## src/rtl/pc_fetch_unit_pkg.sv

```systemverilog
`default_nettype none
// ---------------------------------------------------------------------------
// pc_fetch_unit_pkg : shared types and constants for the PC/fetch unit
// Revision 1.0
// ---------------------------------------------------------------------------
package pc_fetch_unit_pkg;

  localparam int PC_W = 64;
  localparam logic [PC_W-1:0] ALIGN_MASK = 64'h3;

  typedef enum logic [1:0] {
    ST_FETCH = 2'd0,
    ST_WAIT  = 2'd1,
    ST_ISSUE = 2'd2,
    ST_FAULT = 2'd3
  } state_t;

  function automatic logic pc_aligned(input logic [PC_W-1:0] pc);
    return (pc & ALIGN_MASK) == '0;
  endfunction

endpackage
`default_nettype wire

```

## src/rtl/pc_fetch_unit_if.sv

```systemverilog
`default_nettype none
// ---------------------------------------------------------------------------
// pc_fetch_unit_if : instruction-memory and decode-side handshake bundle
// Revision 1.0
// ---------------------------------------------------------------------------
interface pc_fetch_unit_if
  import pc_fetch_unit_pkg::*;
#(
  parameter int INST_W = 32
);
  logic              imem_req_valid;
  logic              imem_req_ready;
  logic [PC_W-1:0]   imem_addr;
  logic              imem_rsp_valid;
  logic [INST_W-1:0] imem_rsp_data;
  logic              inst_valid;
  logic              inst_ready;
  logic [PC_W-1:0]   CurrentPC;
  logic [INST_W-1:0] Instruction;
  logic [PC_W-1:0]   NextPC;

  modport master (
    output imem_req_valid, imem_addr, inst_valid, CurrentPC, Instruction,
    input  imem_req_ready, imem_rsp_valid, imem_rsp_data, inst_ready, NextPC
  );

  modport slave (
    input  imem_req_valid, imem_addr, inst_valid, CurrentPC, Instruction,
    output imem_req_ready, imem_rsp_valid, imem_rsp_data, inst_ready, NextPC
  );
endinterface
`default_nettype wire

```

## src/rtl/pc_fetch_unit_pc_register.sv

```systemverilog
`default_nettype none
// ---------------------------------------------------------------------------
// pc_register : load-enabled PC register with synchronous reset value
// Revision 1.0
// ---------------------------------------------------------------------------
module pc_register #(
  parameter int               WIDTH     = 64,
  parameter logic [WIDTH-1:0] RESET_VAL = '0
) (
  input  wire logic             clk,
  input  wire logic             rst,
  input  wire logic             ld_i,
  input  wire logic [WIDTH-1:0] d_i,
  output logic      [WIDTH-1:0] q_o
);
  logic [WIDTH-1:0] pc_q;

  always_ff @(posedge clk) begin
    if (rst) begin
      pc_q <= RESET_VAL;
    end else if (ld_i) begin
      pc_q <= d_i;
    end
  end

  assign q_o = pc_q;
endmodule
`default_nettype wire

```

## src/rtl/pc_fetch_unit.sv

```systemverilog
`default_nettype none
// ---------------------------------------------------------------------------
// pc_fetch_unit : FETCH/WAIT/ISSUE sequencer presenting one instruction at a time
// Revision 1.0
// ---------------------------------------------------------------------------
module pc_fetch_unit
  import pc_fetch_unit_pkg::*;
#(
  parameter logic [PC_W-1:0] RESET_PC = 64'h0,
  parameter int              INST_W   = 32
) (
  input  wire logic        CLK,
  input  wire logic        Reset,
  pc_fetch_unit_if.master  bus,
  output logic             fault,
  output logic [31:0]      fetch_count
);
  state_t            state_q;
  logic              req_valid_q;
  logic              inst_valid_q;
  logic              fault_q;
  logic [INST_W-1:0] instr_q;
  logic [31:0]       count_q;
  logic [PC_W-1:0]   pc_q;
  logic              handshake;
  logic              pc_load_d;

  assign handshake = (state_q == ST_ISSUE) && inst_valid_q && bus.inst_ready;
  assign pc_load_d = handshake && pc_aligned(bus.NextPC);

  pc_register #(
    .WIDTH     (PC_W),
    .RESET_VAL (RESET_PC)
  ) u_pc (
    .clk  (CLK),
    .rst  (Reset),
    .ld_i (pc_load_d),
    .d_i  (bus.NextPC),
    .q_o  (pc_q)
  );

  // Valids are registered alongside the state so they change only with it.
  always_ff @(posedge CLK) begin
    if (Reset) begin
      state_q      <= ST_FETCH;
      req_valid_q  <= 1'b1;
      inst_valid_q <= 1'b0;
      fault_q      <= 1'b0;
      instr_q      <= '0;
      count_q      <= '0;
    end else begin
      case (state_q)
        ST_FETCH: begin
          if (bus.imem_req_ready) begin
            state_q     <= ST_WAIT;
            req_valid_q <= 1'b0;
          end
        end
        ST_WAIT: begin
          if (bus.imem_rsp_valid) begin
            state_q      <= ST_ISSUE;
            instr_q      <= bus.imem_rsp_data;
            inst_valid_q <= 1'b1;
          end
        end
        ST_ISSUE: begin
          if (handshake) begin
            inst_valid_q <= 1'b0;
            count_q      <= count_q + 32'd1;
            if (pc_aligned(bus.NextPC)) begin
              state_q     <= ST_FETCH;
              req_valid_q <= 1'b1;
            end else begin
              state_q <= ST_FAULT;
              fault_q <= 1'b1;
            end
          end
        end
        ST_FAULT: begin
          state_q <= ST_FAULT;
        end
        default: begin
          state_q <= ST_FETCH;
        end
      endcase
    end
  end

  assign bus.imem_req_valid = req_valid_q;
  assign bus.imem_addr      = pc_q;
  assign bus.inst_valid     = inst_valid_q;
  assign bus.CurrentPC      = pc_q;
  assign bus.Instruction    = instr_q;
  assign fault              = fault_q;
  assign fetch_count        = count_q;
endmodule
`default_nettype wire

```

## src/flat_wrapper.sv

```systemverilog
// flat-port wrapper written by rule: the top's interface ports become plain ports
module pc_fetch_unit_flat import pc_fetch_unit_pkg::*;
#(
  parameter logic [PC_W-1:0] RESET_PC = 64'h0,
  parameter int              INST_W   = 32
)
  (CLK, Reset, fault, fetch_count, bus_imem_req_valid, bus_imem_addr, bus_inst_valid, bus_CurrentPC, bus_Instruction, bus_imem_req_ready, bus_imem_rsp_valid, bus_imem_rsp_data, bus_inst_ready, bus_NextPC);
  pc_fetch_unit_if #(.INST_W(INST_W)) bus_i ();
  input  wire logic CLK;
  input  wire logic Reset;
  output logic fault;
  output logic [31:0] fetch_count;
  output wire logic [$bits(bus_i.imem_req_valid)-1:0] bus_imem_req_valid;
  output wire logic [$bits(bus_i.imem_addr)-1:0] bus_imem_addr;
  output wire logic [$bits(bus_i.inst_valid)-1:0] bus_inst_valid;
  output wire logic [$bits(bus_i.CurrentPC)-1:0] bus_CurrentPC;
  output wire logic [$bits(bus_i.Instruction)-1:0] bus_Instruction;
  input wire logic [$bits(bus_i.imem_req_ready)-1:0] bus_imem_req_ready;
  input wire logic [$bits(bus_i.imem_rsp_valid)-1:0] bus_imem_rsp_valid;
  input wire logic [$bits(bus_i.imem_rsp_data)-1:0] bus_imem_rsp_data;
  input wire logic [$bits(bus_i.inst_ready)-1:0] bus_inst_ready;
  input wire logic [$bits(bus_i.NextPC)-1:0] bus_NextPC;
  assign bus_imem_req_valid = bus_i.imem_req_valid;
  assign bus_imem_addr = bus_i.imem_addr;
  assign bus_inst_valid = bus_i.inst_valid;
  assign bus_CurrentPC = bus_i.CurrentPC;
  assign bus_Instruction = bus_i.Instruction;
  assign bus_i.imem_req_ready = bus_imem_req_ready;
  assign bus_i.imem_rsp_valid = bus_imem_rsp_valid;
  assign bus_i.imem_rsp_data = bus_imem_rsp_data;
  assign bus_i.inst_ready = bus_inst_ready;
  assign bus_i.NextPC = bus_NextPC;
  pc_fetch_unit #(.RESET_PC(RESET_PC), .INST_W(INST_W)) u_core (.CLK(CLK), .Reset(Reset), .bus(bus_i), .fault(fault), .fetch_count(fetch_count));
endmodule
```

## config.mk

```make
export PLATFORM = sky130hd
export DESIGN_NAME = pc_fetch_unit_flat
export DESIGN_NICKNAME = d
export VERILOG_FILES = /design/src/rtl/pc_fetch_unit_pkg.sv /design/src/rtl/pc_fetch_unit_if.sv /design/src/rtl/pc_fetch_unit_pc_register.sv /design/src/rtl/pc_fetch_unit.sv /design/src/flat_wrapper.sv
export SDC_FILE = /design/constraint.sdc
export NUM_CORES = 1
export LEC_CHECK = 0
export ABC_AREA = 0
export CORE_AREA = 2 2 119 121
export DETAILED_ROUTE_END_ITERATION = 12
export DIE_AREA = 0 0 121 123
export GPL_TIMING_DRIVEN = 0
export PLACE_DENSITY = 0.85
export REMOVE_ABC_BUFFERS = 1
export SLEW_MARGIN = 20
export SYNTH_ARGS = -nofsm -noshare
export SYNTH_HDL_FRONTEND = slang
export SYNTH_HIERARCHICAL = 1
export SYNTH_SLANG_ARGS = --single-unit
```

## constraint.sdc

```tcl
create_clock -name CLK -period 3.39 [get_ports CLK]
set_clock_uncertainty 0.15 [all_clocks]
set_input_delay 0.678 -clock CLK [delete_from_list [all_inputs] [get_ports CLK]]
set_output_delay 0.678 -clock CLK [all_outputs]
set_load 0.03 [all_outputs]
```

# Yosys cells after proc, flatten, opt, wreduce, memory -nomap -nowiden
# Cells that the tools add are included.
[totals] elab_cells=41 latch_bits=0 ff_bits=133 mem_bits_ro=0 mem_bits_rw=0 output_inout_bits=195 n_memories=0
[op_classes] shift=0 bitwise_logic=1 n_addsub=1 order_cmp=0 eq_ne=7 mul=0 div=0 n_reduce_logical=13 n_mux=12
[ops] operator="$logic_not 64->1" count=1
[ops] operator="$add 32x1->32 const B" count=1
[ops] operator="$reduce_and 3->1" count=3
[ops] operator="$mux 2" count=4
[ops] operator="$pmux 2 s4" count=1
[ops] operator="$ne 2x2->1 const B" count=3
[ops] operator="$mux 1" count=5
[ops] operator="$eq 2x2->1 const B" count=2
[ops] operator="$pmux 1 s2" count=2
[ops] operator="$reduce_and 2->1" count=2
[ops] operator="$reduce_and 4->1" count=1
[ops] operator="$reduce_bool 2->1" count=2
[ops] operator="$logic_and 1x1->1" count=3
[ops] operator="$eq 2x1->1 const B" count=1
[ops] operator="$logic_not 2->1" count=1
[ops] operator="$ne 2x1->1 const B" count=1
[ops] operator="$not 1->1" count=1

# Logic depth before layout (Yosys ltp)
# Gate-level depths: netlist (run 1).
[depth] word_depth=5 depth_mapped=7

# Hierarchy
# The synthesis (run 1) kept the hierarchy.
[by_module_without_submodules] module="pc_fetch_unit" seq_area_each_um2=1381.3 instances=1 area_per_inst_um2=3439.5 cells_each=422
[by_module_without_submodules] module="pc_register" seq_area_each_um2=1281.2 instances=1 area_per_inst_um2=2290.9 cells_each=206

# Worst setup path before layout (run 1)
# OpenSTA, ideal clock, no wires.
[synth_path] path_type="flip-flop to flip-flop" from="register u_core.count_q[2], in the netlist u_core/fetch_count[2]" to="register u_core.count_q[31], in the netlist u_core/fetch_count[31]" stages_incl_launch_ff=7 t_required_ps=3119 n_path_buf=2 arrival_ps=1794 setup_slack_ps=1325 cell_sequence="dfxtp_1 and3_1 buf_6 nand4_2 buf_2 nor4_1 mux2_2"
[synth_via] elab_chain_cells=1
[synth_lines] item="start, declared" line_no="pc_fetch_unit.sv:23" text="logic [31:0] count_q;"
[synth_lines] item="start signal, assigned" line_no="pc_fetch_unit.sv:69" text="count_q <= count_q + 32'd1;"
[synth_lines] item="$add 32x1->32" line_no="pc_fetch_unit.sv:69"
# Every way passes these cells.
# A chain may end at the register's enable or synchronous reset.

# Worst setup path after layout (run 1)
[layout_path] from="input port bus_inst_ready" to="register u_core.count_q[28], in the netlist u_core/fetch_count[28]"
[layout_via] elab_chain_cells=2
[layout_lines] item="start, declared" line_no="flat_wrapper.sv:21" text="input wire logic [$bits(bus_i.inst_ready)-1:0] bus_inst_ready;"
[layout_lines] item="$logic_and 1x1->1" line_no="pc_fetch_unit.sv:28" text="assign handshake = (state_q == ST_ISSUE) && inst_valid_q && bus.inst_ready;"
[layout_lines] item="$reduce_and 2->1 (no source line)"
# Every way passes these cells.

==> run summary, run 1 <==
dpl cells -> 1000
Power Total -> 4.06 mW
met2 usage -> 39.2%
CP Cell Sequence -> clkdlybuf4s50_1, and4b_1, nand4_4, or4_1, a21oi_1
vias in the first global route -> 4832
share of layout cells above drive strength 1 -> 5.16%
Worst path slowest cell -> and4b_1
Clk pwr share -> 53.1%
Reg2Reg Setup Slack -> 0.84 ns
Post-DP HPWL -> 12500 um
Hold Crit Class -> flop to flop
# IOs -> 296
Max IR drop VDD -> 327 uV
clock sink total -> 133
met3 Resource Use GR -> 8.72%
register area share after synthesis -> 46.5%
CP Depth -> 5
Tot GR Track Use -> 22.9%
die width -> 121 um
worst r2r src -> u_core/state_q[1]
antenna cells -> 0
nets -> 941
internal power -> 3.22 mW
TNS Setup -> 0 ns
Final Cycle Share -> 82.6%
Mapped Area -> 5730 um^2
outcome -> completed
vias per cell -> 5.01
gr busiest metal -> met2
Final ANT Viol Nets -> 0
clk_lat worst skew -> 0.42 ns
Synth Flop Type -> dfxtp_1
H-tree depth -> 4
Clock Tree Root -> clkbuf_16
critical path's top delay family -> simple AND/OR/NAND/NOR gates
Setup-failing EPs final -> 0
Worst Setup Start Kind -> input pin
final wirelength -> 17600 um
Final min period -> 2.80 ns
CTS tree -> done
total of max-cap violations -> 0
Worst Path Required -> 3.59 ns
RePlAce Congestion -> 0.819
num rows -> 43
crit-path max FO -> 18
Crit path buffers/inverters -> 1
Crit. End Element -> flop
Max Fclk -> 357 MHz
Die Ht -> 123 um
Crit Path Class -> input pin to flop
largest net degree at the start of global routing -> 76
per-cell routed wire length -> 17.1 um
Sw Pwr -> 0.839 mW
PwrDens -> 455 nW/um^2
Comb pwr share -> 7.3%
total CTS buffers -> 17
first-pass GRT wire length -> 26000 um
starting density of the core -> 42.1%
syn_area_per_cell -> 9.12 um^2
GRT overflow -> 0
post-route insts no fill -> 1032
post-synth cell types -> 39
# port buffers -> 295
Post-Syn Instances -> 628
asr flop ratio synth -> 0%
Fin. Hold Viols -> 0
initial antenna violation count -> 0
area of the core -> 13600 um^2
Die Area -> 14900 um^2
clock input transition at the sequential cells of the worst setup and hold paths -> 0.06 ns
fin util -> 65.6%
cell depth of the worst hold path -> 2
Layout area overhead -> 55.7%
Yosys reg bits -> 133
drt drc -> 0
Leak -> 3.05 nW
Max-slew headroom -> 50.4%
start point of the critical path -> bus_inst_ready
Least-Margin Pin Slew -> 0.742 ns
Post-CTS Setup Inserts -> 0
DR iter-0 viols -> 295
First-pass DRT Iterations -> 4
CTS Buffer Depth -> 2
RSZ-0062 raised after global routing -> no
Ys Warns -> 6
reg2reg end -> u_core/fetch_count[28]
Slew Limit Fails -> 0
Worst EP arrival -> 3.00 ns
routed via count -> 5167
number of filler cells placed in the layout -> 1060
Switching Share -> 20.7%
CP max stage delay -> 0.70 ns
Reg2Reg Depth -> 4
cts hold-fix bufs -> 0
Final Hold Slack -> 0.302 ns
met1 Use GR -> 24.6%
Seq pwr share -> 39.5%
end of the critical path -> u_core/fetch_count[28]
post-CTS sizing -> 0
number of synthesized flops with an enable pin -> 0
[synthesized netlist by cell type, drive strengths merged (5+ instances only)]
master  number  area (um^2)
nand4       18          149
inv          7         26.3
dfxtp      133         2660
a21oi       56          280
nand3        8         40.0
nor2        79          297
clkbuf      19         73.8
xor2         8         70.1
nand2       77          289
or3          5         31.3
buf         86          672
o21ai        5         25.0
or4         14          105
mux2i       64          641
o31ai       14          105
[sequential cells by signal (all words and copies together), names as in the netlist]
| register | flops |
|---|---|
| u_core/bus.Instruction | 32 |
| u_core/bus.imem_req_valid | 1 |
| u_core/bus.inst_valid | 1 |
| u_core/fault | 1 |
| u_core/fetch_count | 32 |
| u_core/state_q | 2 |
| u_core/u_pc/q_o | 64 |
[worst min-delay path, stage by stage (launching register included)]
cell	delay, ns
dfxtp_1	0.30
nand2_1	0.05
a21oi_1	0.05
[worst min-delay path by stage]
stage | start | to | slack, ns
floorplan | u_core/state_q[1] | u_core/state_q[1] | 0.34
global placement | u_core/bus.Instruction[24] | u_core/bus.Instruction[24] | 0.29
detailed placement | u_core/bus.Instruction[3] | u_core/bus.Instruction[3] | 0.30
CTS | u_core/bus.Instruction[30] | u_core/bus.Instruction[30] | 0.30
global route | u_core/bus.Instruction[27] | u_core/bus.Instruction[27] | 0.32
finish | u_core/bus.Instruction[21] | u_core/bus.Instruction[21] | 0.30
[logic make-up (layout without fill, tap and decap cells)]
family | Yosys count | after routing | synth area share (%)
AOI/OAI and AO/OA | 78 | 78 | 7.62
xor gates and xnor gates | 9 | 9 | 1.38
adders and majority gates | 1 | 1 | 0.218
buffers and inverters | 112 | 336 | 13.5
muxes | 67 | 67 | 11.8
and+or+nand+nor | 228 | 228 | 19.1
DFF | 133 | 133 | 46.5
[per-stage QoR]
stage / worst slack, ns / area, um^2
global placement: -2.27 / 8160
detailed placement: 0.197 / 8230
finish: 0.588 / 8920
global route: 0.432 / 8920
CTS: 0.631 / 8920
floorplan: -0.151 / 4980
[layer usage]
| metal | part of all wire (%) | wire (um) |
|---|---|---|
| met1 | 37 | 6600 |
| met2 | 50 | 8880 |
| met3 | 8.4 | 1470 |
| met4 | 3.8 | 673 |
| met5 | 0 | 0 |
[power by group through the flow]
stage / Sequential [mW] / Combinational (mW) / Clock (mW)
floorplan: 1.68 / 0.0482 / 0
finish: 1.60 / 0.298 / 2.16
global route: 1.61 / 0.318 / 2.26
global placement: 1.64 / 0.292 / 0
CTS: 1.60 / 0.299 / 2.18
detailed placement: 1.64 / 0.296 / 0
[area by class of cell]
| type | instances | area (um^2) | area share, % |
|---|---|---|---|
| timing repair buffer | 297 | 3010 | 33.7 |
| sequential | 133 | 2660 | 29.8 |
| multi-input combinational | 383 | 2300 | 25.8 |
| clock buffer | 19 | 443 | 4.96 |
| clock inverter | 13 | 253 | 2.83 |
| tap | 180 | 225 | 2.52 |
| inverter | 7 | 28.8 | 0.322 |
[placed cells by master, fill, tap and decap left out, types with 2 or more instances in the layout]
cell type / count
nor2_1: 78
buf_16: 2
mux2i_1: 64
inv_1: 6
nand4_4: 2
or3_1: 5
or2_2: 2
clkinvlp_4: 2
a21oi_1: 56
o31ai_1: 14
clkbuf_16: 17
and4_1: 4
clkinv_2: 2
nand4_1: 15
clkdlybuf4s50_1: 294
mux2_2: 3
xor2_1: 8
clkinv_4: 2
nor2b_1: 3
nor3_1: 3
and2_1: 4
bufinv_16: 7
nand2b_1: 2
o21ai_0: 5
and3_1: 4
dfxtp_1: 133
nand2_1: 77
nand3_1: 8
nor4_1: 2
or4_1: 14
Power figures use the tool's default switching activity.
==> run 2, diff against run 1 <==
- CORE_AREA: 2 2 119 121 -> 2 2 130 132
- DIE_AREA: 0 0 121 123 -> 0 0 132 134
- PLACE_DENSITY: 0.85 -> 0.75
- clock period: 3.39 -> 2.39 ns (I/O delays scaled with it)
==> run summary, run 2 (synthesized netlist as in run 1, its figures left out) <==
clock input transition at the sequential cells of the worst setup and hold paths -> 0.06 ns (about the same)
Hold Crit Class -> flop to flop
starting density of the core -> 35.2% (-6.9 points)
clk_lat worst skew -> 0.42 ns (about the same)
PwrDens -> 593 nW/um^2 (+30%)
Max-slew headroom -> 55.3% (+4.9 points)
end of the critical path -> fetch_count[22]
Clk pwr share -> 48.8% (-4.3 points)
vias per cell -> 4.72 (-5.8%)
TNS Setup -> 0 ns (unchanged)
number of filler cells placed in the layout -> 1483 (+40%)
total of max-cap violations -> 0 (unchanged)
cell depth of the worst hold path -> 2 (unchanged)
worst r2r src -> u_core/state_q[1]
Die Area -> 17700 um^2 (+19%)
Reg2Reg Setup Slack -> 0.19 ns (-0.65 ns)
Final Hold Slack -> 0.300 ns (-0.00191 ns)
initial antenna violation count -> 0 (unchanged)
antenna cells -> 0 (unchanged)
H-tree depth -> 4 (unchanged)
Final Cycle Share -> 96.6%
Comb pwr share -> 8.1% (+0.8 points)
DR iter-0 viols -> 281 (-4.7%)
Slew Limit Fails -> 0 (unchanged)
Seq pwr share -> 43.1% (+3.6 points)
crit-path max FO -> 11 (-7)
Post-DP HPWL -> 12200 um (-2.5%)
routed via count -> 5056 (-2.1%)
CTS tree -> done
cts hold-fix bufs -> 0 (unchanged)
routed length on met2 -> 8350 um (-6.0%)
Clock Tree Root -> clkbuf_16
Die Ht -> 134 um (+8.9%)
Max Fclk -> 433 MHz
Post-CTS Setup Inserts -> 0 (unchanged)
# IOs -> 296 (unchanged)
GRT overflow -> 0 (unchanged)
Reg2Reg Depth -> 4 (unchanged)
Final ANT Viol Nets -> 0 (unchanged)
Fin. Hold Viols -> 0 (unchanged)
internal power -> 4.10 mW (+27%)
nets -> 941 (unchanged)
outcome -> completed
Crit path buffers/inverters -> 1 (unchanged)
wl on met1 -> 6640 um (+0.51%)
per-cell routed wire length -> 15.8 um (-7.6%)
drt drc -> 0 (unchanged)
met3 WL -> 1460 um (-0.88%)
first-pass GRT wire length -> 25600 um (-1.4%)
Least-Margin Pin Slew -> 0.670 ns (-0.0714 ns)
Sw Pwr -> 1.17 mW (+40%)
Layout area overhead -> 55.2%
clock sink total -> 133 (unchanged)
Max IR drop VDD -> 478 uV (+46%)
Worst EP arrival -> 1.68 ns (-1.32 ns)
total CTS buffers -> 17 (unchanged)
Worst path slowest cell -> clkdlybuf4s50_1
Switching Share -> 22.2% (+1.5 points)
Leak -> 3.02 nW (-0.85%)
CP Depth -> 1 (-4)
RSZ-0062 raised after global routing -> no
CP Cell Sequence -> clkdlybuf4s50_1
area of the core -> 16300 um^2 (+20%)
Crit. End Element -> output pin
Worst Setup Start Kind -> flop
commonest non-fill, non-tap cells in the layout -> clkdlybuf4s50_1, dfxtp_1, nor2_1, nand2_1, mux2i_1
die width -> 132 um (+9.1%)
Worst Path Required -> 1.76 ns (-1.83 ns)
final wirelength -> 16900 um (-4.1%)
largest net degree at the start of global routing -> 78 (+2.6%)
Max Used Layer -> met4
num rows -> 47 (+9.3%)
critical path's top delay family -> buffers and inverters
Tot GR Track Use -> 18.4% (-4.5 points)
reg2reg end -> u_core/fetch_count[30]
most common cell after layout, fill and taps aside -> clkdlybuf4s50_1
Crit Path Class -> flop to output pin
vias in the first global route -> 4720 (-2.3%)
Final min period -> 2.31 ns
CP max stage delay -> 0.75 ns (+0.05 ns)
share of layout cells above drive strength 1 -> 5.05% (-0.12 points)
Largest register FFs -> 64 (unchanged)
# port buffers -> 295 (unchanged)
First-pass DRT Iterations -> 4 (unchanged)
start point of the critical path -> u_core/fetch_count[22]
CTS Buffer Depth -> 2 (unchanged)
Setup-failing EPs final -> 0 (unchanged)
RePlAce Congestion -> 0.792 (-3.4%)
## run 2: routing by layer
metal,up-vias,track usage (%)
met5,-,0
met4,0,8.33
met3,31,7.52
met2,193,31.1
met1,2335,20.3
li1,2497,-
## run 2: power groups by stage
stage,Clock [mW],Sequential (mW),Combinational (mW)
after CTS,2.63,2.27,0.428
after global placement,0,2.32,0.418
after detailed placement,0,2.32,0.426
after global routing,2.71,2.28,0.454
after floorplan,0,2.38,0.0683
final,2.57,2.27,0.425
## run 2: stage by stage
stage,setup slack [ns],utilization (%),instances,instance area (um^2),power [mW]
floorplan,-1.06,-,523,4980,2.45
global placement,-3.24,50.4,1038,8210,2.74
detailed placement,-0.629,50.9,1041,8290,2.75
CTS,0.000765,54.5,1073,8880,5.33
global route,0.0209,54.6,1072,8890,5.44
finish,0.0805,54.6,1072,8890,5.27
## run 2: tightest hold or removal path, stage by stage, from the launching register on
cell     delay (ns)
dfxtp_1        0.30
nand2_1        0.05
a21oi_1        0.05
## run 2: what timing repair did
item / in CTS / in global routing
setup endpoints to repair: 51 / 46
endpoints found under the hold margin: 0 / 0
resized for setup: 3 / 8
## run 2: layout make-up
class	instances	area [um^2]	share of cell area (%)
Clock inverter	8	98.8	1.11
Tap cell	220	275	3.10
Sequential cell	133	2660	29.9
Inverter	7	52.6	0.591
Clock buffer	24	482	5.42
Multi-Input combinational cell	383	2320	26.1
Timing Repair Buffer	297	3000	33.8
## run 2: how the worst min path moves through the flow
stage	startpoint	to	slack [ns]
after floorplan	u_core/state_q[1]	u_core/state_q[1]	0.34
after global placement	u_core/fault	u_core/fault	0.29
after detailed placement	u_core/bus.Instruction[6]	u_core/bus.Instruction[6]	0.30
after CTS	u_core/bus.Instruction[6]	u_core/bus.Instruction[6]	0.30
after global routing	u_core/bus.Instruction[12]	u_core/bus.Instruction[12]	0.32
final	u_core/bus.Instruction[22]	u_core/bus.Instruction[22]	0.30
